### src/rtl/prog_loader.sv
// Boot-time program loader: assembles big-endian words from a UART byte stream,
// writes them into instruction memory through the fetch stage, then releases the core.
module prog_loader #(
    parameter int unsigned INST_WIDTH     = 32,
    parameter int unsigned INST_MEM_WIDTH = 10
) (
    input  logic                      clk,
    input  logic                      reset_n,
    input  logic [7:0]                rx_data,
    input  logic                      rx_valid,
    output logic [INST_WIDTH-1:0]     inst_in,
    output logic                      we,
    output logic                      reset_pc,
    output logic                      stall,
    output logic                      load_done,
    output logic                      load_error,
    output logic [INST_MEM_WIDTH:0]   words_loaded
);

    localparam int unsigned BytesPerWord = INST_WIDTH / 8;
    localparam int unsigned MaxBytes     = (BytesPerWord > 4) ? BytesPerWord : 4;
    localparam int unsigned CntWidth     = $clog2(MaxBytes);

    localparam logic [CntWidth-1:0] LastWordByte = CntWidth'(BytesPerWord - 1);
    localparam logic [CntWidth-1:0] LastHdrByte  = CntWidth'(3);
    localparam logic [32:0]         Capacity     = 33'(1) << INST_MEM_WIDTH;

    typedef enum logic [2:0] {
        StStart,
        StCount,
        StInst,
        StWrite,
        StFinish,
        StDone,
        StErr
    } state_e;

    state_e                    state_q, state_d;
    logic [CntWidth-1:0]       byte_cnt_q, byte_cnt_d;
    logic [INST_WIDTH-1:0]     word_q, word_d;
    logic [INST_WIDTH-1:0]     inst_q, inst_d;
    logic [31:0]               count_q, count_d;
    logic                      hdr_full_q, hdr_full_d;
    logic [INST_MEM_WIDTH:0]   words_q, words_d;
    logic                      last_word;

    // Final word of the body is being written this cycle.
    assign last_word = ((32'(words_q) + 32'd1) == count_q);

    // State and datapath registers with synchronous active-low reset.
    always_ff @(posedge clk) begin
        if (!reset_n) begin
            state_q    <= StStart;
            byte_cnt_q <= '0;
            word_q     <= '0;
            inst_q     <= '0;
            count_q    <= '0;
            hdr_full_q <= 1'b0;
            words_q    <= '0;
        end else begin
            state_q    <= state_d;
            byte_cnt_q <= byte_cnt_d;
            word_q     <= word_d;
            inst_q     <= inst_d;
            count_q    <= count_d;
            hdr_full_q <= hdr_full_d;
            words_q    <= words_d;
        end
    end

    // Next-state logic: header capture, word assembly and write sequencing.
    always_comb begin
        state_d    = state_q;
        byte_cnt_d = byte_cnt_q;
        word_d     = word_q;
        inst_d     = inst_q;
        count_d    = count_q;
        hdr_full_d = hdr_full_q;
        words_d    = words_q;

        unique case (state_q)
            StStart: begin
                state_d = StCount;
            end
            StCount: begin
                if (hdr_full_q) begin
                    // Header complete last edge; evaluate N with rx ignored this cycle.
                    hdr_full_d = 1'b0;
                    byte_cnt_d = '0;
                    if ({1'b0, count_q} > Capacity) begin
                        state_d = StErr;
                    end else if (count_q == 32'd0) begin
                        state_d = StFinish;
                    end else begin
                        state_d = StInst;
                    end
                end else if (rx_valid) begin
                    count_d = {count_q[23:0], rx_data};
                    if (byte_cnt_q == LastHdrByte) begin
                        hdr_full_d = 1'b1;
                        byte_cnt_d = '0;
                    end else begin
                        byte_cnt_d = byte_cnt_q + 1'b1;
                    end
                end
            end
            StInst: begin
                if (rx_valid) begin
                    word_d = (word_q << 8) | INST_WIDTH'(rx_data);
                    if (byte_cnt_q == LastWordByte) begin
                        byte_cnt_d = '0;
                        state_d    = StWrite;
                    end else begin
                        byte_cnt_d = byte_cnt_q + 1'b1;
                    end
                end
            end
            StWrite: begin
                words_d = words_q + 1'b1;
                inst_d  = word_q;
                if (last_word) begin
                    state_d = StFinish;
                end else begin
                    state_d = StInst;
                    // A byte arriving during the write starts the next word.
                    if (rx_valid) begin
                        word_d = (word_q << 8) | INST_WIDTH'(rx_data);
                        if (LastWordByte == '0) begin
                            byte_cnt_d = '0;
                            state_d    = StWrite;
                        end else begin
                            byte_cnt_d = CntWidth'(1);
                        end
                    end
                end
            end
            StFinish: begin
                state_d = StDone;
            end
            StDone: begin
                state_d = StDone;
            end
            StErr: begin
                state_d = StErr;
            end
            default: begin
                state_d = StStart;
            end
        endcase
    end

    // Output decode from registered state only.
    always_comb begin
        we         = 1'b0;
        reset_pc   = 1'b0;
        stall      = 1'b1;
        load_done  = 1'b0;
        load_error = 1'b0;
        inst_in    = inst_q;

        unique case (state_q)
            StStart:  reset_pc = 1'b1;
            StCount:  stall    = 1'b1;
            StInst:   stall    = 1'b1;
            StWrite: begin
                we      = 1'b1;
                stall   = 1'b0;
                inst_in = word_q;
            end
            StFinish: reset_pc = 1'b1;
            StDone: begin
                stall     = 1'b0;
                load_done = 1'b1;
            end
            StErr:    load_error = 1'b1;
            default:  stall      = 1'b1;
        endcase
    end

    assign words_loaded = words_q;

endmodule

### config.mk
export PLATFORM = sky130hd
export DESIGN_NAME = prog_loader
export DESIGN_NICKNAME = d
export VERILOG_FILES = /design/src/rtl/prog_loader.sv
export SDC_FILE = /design/constraint.sdc
export NUM_CORES = 1
export LEC_CHECK = 0
export ABC_AREA = 1
export CAP_MARGIN = 10
export CELL_PAD_IN_SITES_DETAIL_PLACEMENT = 1
export CELL_PAD_IN_SITES_GLOBAL_PLACEMENT = 2
export CORE_ASPECT_RATIO = 1.75
export CORE_MARGIN = 1
export CORE_UTILIZATION = 31
export CTS_CLUSTER_SIZE = 16
export DETAILED_ROUTE_END_ITERATION = 8
export PLACE_DENSITY = 0.81
export SLEW_MARGIN = 20
export SYNTH_ARGS = -nofsm -noshare
export SYNTH_HDL_FRONTEND = slang
export SYNTH_SLANG_ARGS = --single-unit
### constraint.sdc
create_clock -name clk -period 2.2 [get_ports clk]
set_input_delay 0.22 -clock clk [delete_from_list [all_inputs] [get_ports clk]]
set_output_delay 0.22 -clock clk [all_outputs]
set_load 0.01 [all_outputs]
==> metrics.md <==
| Metric | Value |
|---|---|
| Status | complete, but fails checks |
| Failing checks | negative setup slack |
| Largest net degree at the start of global routing | 65 |
| Detailed-route DRC error count | 0 |
| Vias per cell | a little under 5 |
| Max_cap viols | 0 |
| DP HPWL | 11200 um |
| Worst Path Arrival | about 2600 ps |
| H-tree depth | 4 |
| Routability cong. | 0.873 |
| Hold Fails Final Rpt | 0 |
| Core footprint | 16900 sq um |
| Share of layout cells above drive strength 1 | 0.204 |
| Crit-path slowest cell | dfxtp_4 |
| Initial Util | 0.316 |
| GRT overflow | 0 |
| Fin crit share | 1.04 |
| Nets@finish | between 800 and 900 |
| Hold_buf cts | 0 |
| Row count | between 60 and 70 |
| Leading area contributor after synthesis | dfxtp_1 |
| WS Path Type | reg -> reg |
| Vias in the first global route | between 5000 and 6000 |
| Worst-case clock buffer depth | 2 |
| Synth area leaders | dfxtp_1 (42%), inv_1 (9.2%), nand2_1 (8.8%) |
| Drt first pass iters | 4 |
| Final number of setup-violating endpoints | 32 |
| Cts bufs inserted | 17 |
| DRT iter0 DRCs | around 170 |
| Warnings from Yosys | 0 |
| CP startpoint kind | register |
| Synth unique cells | 28 |
| Tmin final | ~2300 ps |
| Clock latency on the worst-skew pair | 410 ps |
| CP Capture Type | register |
| Post-Syn Instances | 788 |
| DRT Wirelength | between 15000 and 20000 um |
| Worst-case vdd ir drop | 0.572 mV |
| CTS clock-pin slew for the worst setup and hold paths | roughly 60 ps |
| Clock Skew | about 11 ps |
| Syn Area/Cell | just under 7 sq um |
| Pre-CTS setup slack | -77.3 ps |
| Data required, critical path | between 2000 and 3000 ps |
| Max incr delay on CP | around 370 ps |
| Die ar. | approximately 18000 sq um |
| Area share of the largest cell type after synthesis | 0.424 |
| TritonCTS clock tree | yes |
| HP Class | in -> reg |
| Multi-input logic area | around 2600 sq um |
| Port Buffers | 58 |
| Slew at the pin closest to its max-slew limit | approximately 450 ps |
| Diodes inserted | 0 |
| Max Slew Vio Count | 0 |
| Hold Slack | about 250 ps |
| CTS root buffer | clkbuf_16 |
| Static Leak | between 3 and 4 nW |
| Filler cells | around 2100 |
| Synth Register Bits | around 110 |
| Global Route Usage Sum | 0.205 |
| DIE HEIGHT | about 180 um |
| Antenna violations before repair | 0 |
| Area Overhead vs Synth | 40.7% |
| Avg WL per Cell | roughly 17 um |
| PnR worst setup slack | -83.4 ps |
| RSZ-0062 raised after global routing | yes |
| Antenna Nets Post-Route | 0 |
| Synthesized cell area | around 5300 sq um |
| Relative slew slack | 0.702 |
| Global-route wire length before repair | around 28000 um |
| Via Count | ~5400 |
| Max Clock Freq | about 440 MHz |
| I/O pins | between 50 and 60 |
| Clock Sinks | between 100 and 150 |
| Mapped Nets | 801 |
| Critical path peak fanout | 8 |
| Worst-path cell chain | buf_6 -> nand2_4 -> nor2_4 -> nand3_2 -> nand2_1 -> inv_1 -> nor2_2 -> nand3_2 -> nor2_4 -> buf_12 -> nand3_4 -> clkbuf_16 -> a21oi_1 -> nor2_1 |
| Chip width | between 100 and 150 um |
| Storage cell area | about 2300 sq um |
| Seq/Total Area, Yosys | 0.424 |
| Power density over the cells | between 1000 and 1500 nW/um^2 |
## repair_timing
action | 4_1_cts | 5_1_grt
gates resized for setup | 60 | 88
setup endpoints to repair | 41 | 62
cloned | 6 | 8
setup buffers | 6 | 12
endpoints found under the hold margin | 0 | 0
pin swaps | 3 | 24
## per-stage QoR
stage          instances  utilization  total power, W  instance area (sq um)  TNS [ps]
6_report            1111        0.445         0.00909                   7500     -1290
5_1_grt             1111        0.445         0.00968                   7500     -5130
4_1_cts             1092        0.413         0.00873                   6970     -9.58
3_5_place_dp        1048        0.368         0.00593                   6210     -83.2
3_3_place_gp        1048        0.368         0.00583                   6210         0
2_1_floorplan        788            -         0.00461                   5330         0
## worst paths after layout
path	start	to	slack (ps)	depth (start not counted)
max	words_loaded[1]	word_q[18]	-80	14
min	reset_n	word_q[18]	250	3
max reg2reg	words_loaded[1]	word_q[18]	-80	14
min reg2reg	count_q[14]	count_q[22]	460	2
## cell usage in the layout (no fill, tap or decap), types with 3 or more instances in the layout
cell type / synthesis / layout
o211ai_1: 6 / 6
o21ai_0: 74 / 55
clkinvlp_4: 0 / 5
nor2_1: 108 / 100
clkdlybuf4s50_1: 0 / 23
buf_4: 1 / 24
dfxtp_1: 113 / 107
clkbuf_16: 0 / 23
o21ai_2: 0 / 16
o21ai_1: 2 / 5
dlygate4sd2_1: 0 / 32
nand2_4: 0 / 4
inv_1: 131 / 126
nor2_2: 2 / 7
dfxtp_2: 0 / 4
or2_4: 0 / 3
nand4_1: 8 / 8
a21oi_1: 74 / 70
a21oi_2: 0 / 4
buf_12: 0 / 8
nand2_1: 125 / 107
nand3_4: 0 / 3
nand3_1: 61 / 51
inv_6: 0 / 7
or2_2: 8 / 5
nand3_2: 12 / 20
inv_2: 0 / 4
nor3_1: 5 / 4
buf_16: 0 / 4
nor2_4: 3 / 6
buf_6: 5 / 3
nand2_2: 2 / 16
## registers in the layout, summed over array words and instances, names as in the netlist
signal,flops
count_q,32
inst_q,32
word_q,32
words_loaded,11
state_q,3
byte_cnt_q,2
hdr_full_q,1
## synthesized netlist by cell type, drive strengths merged
master	number
ha	2
clkinv	2
nand2	127
o311ai	1
a21oi	74
nand4	8
nand3	73
nor2	113
o21ai	76
buf	14
dfxtp	113
a211o	1
clkbuf	29
a311o	1
o211ai	6
and2	2
o21bai	2
inv	131
nor3	5
or2	8
## where the power goes
part / total, W / internal [W] / switching, W
Combinational: 0.00357 / 0.00150 / 0.00207
Clock: 0.00271 / 0.00159 / 0.00112
Sequential: 0.00280 / 0.00250 / 0.000305
## critical path, delay by kind of cell, from the launching register on
| family | cells | cell delay, ps |
|---|---|---|
| AOI/OAI and AO/OA | 1 | 160 |
| DFF | 1 | 370 |
| buffers and inverters | 4 | 520 |
| and+or+nand+nor | 9 | 1130 |
## logic make-up (layout without fill, tap and decap cells)
logic type / after synthesis / in the layout / synth area share
compound gates: 161 / 161 / 0.157
fa+ha+maj: 2 / 2 / 0.00469
buf+inv: 176 / 271 / 0.133
flops: 113 / 113 / 0.424
simple gates: 336 / 337 / 0.281
## per-layer routing
metal / track usage / vias up / routed length (um)
met2: 0.398 / 107 / 10600
li1: - / 2660 / -
met5: 0 / - / 0
met4: 0.0942 / 0 / 855
met1: 0.204 / 2594 / 6830
met3: 0.0366 / 44 / 432
## cell type report
class,instances,area share
multi-input cells,500,0.353
flip-flops and latches,113,0.303
repair buffers,105,0.162
inverters,133,0.0671
clock buffers,17,0.0567
well taps,227,0.0379
clock inverters,15,0.0197
repair inverters,1,0.00100
Power figures use the tool's default switching activity.
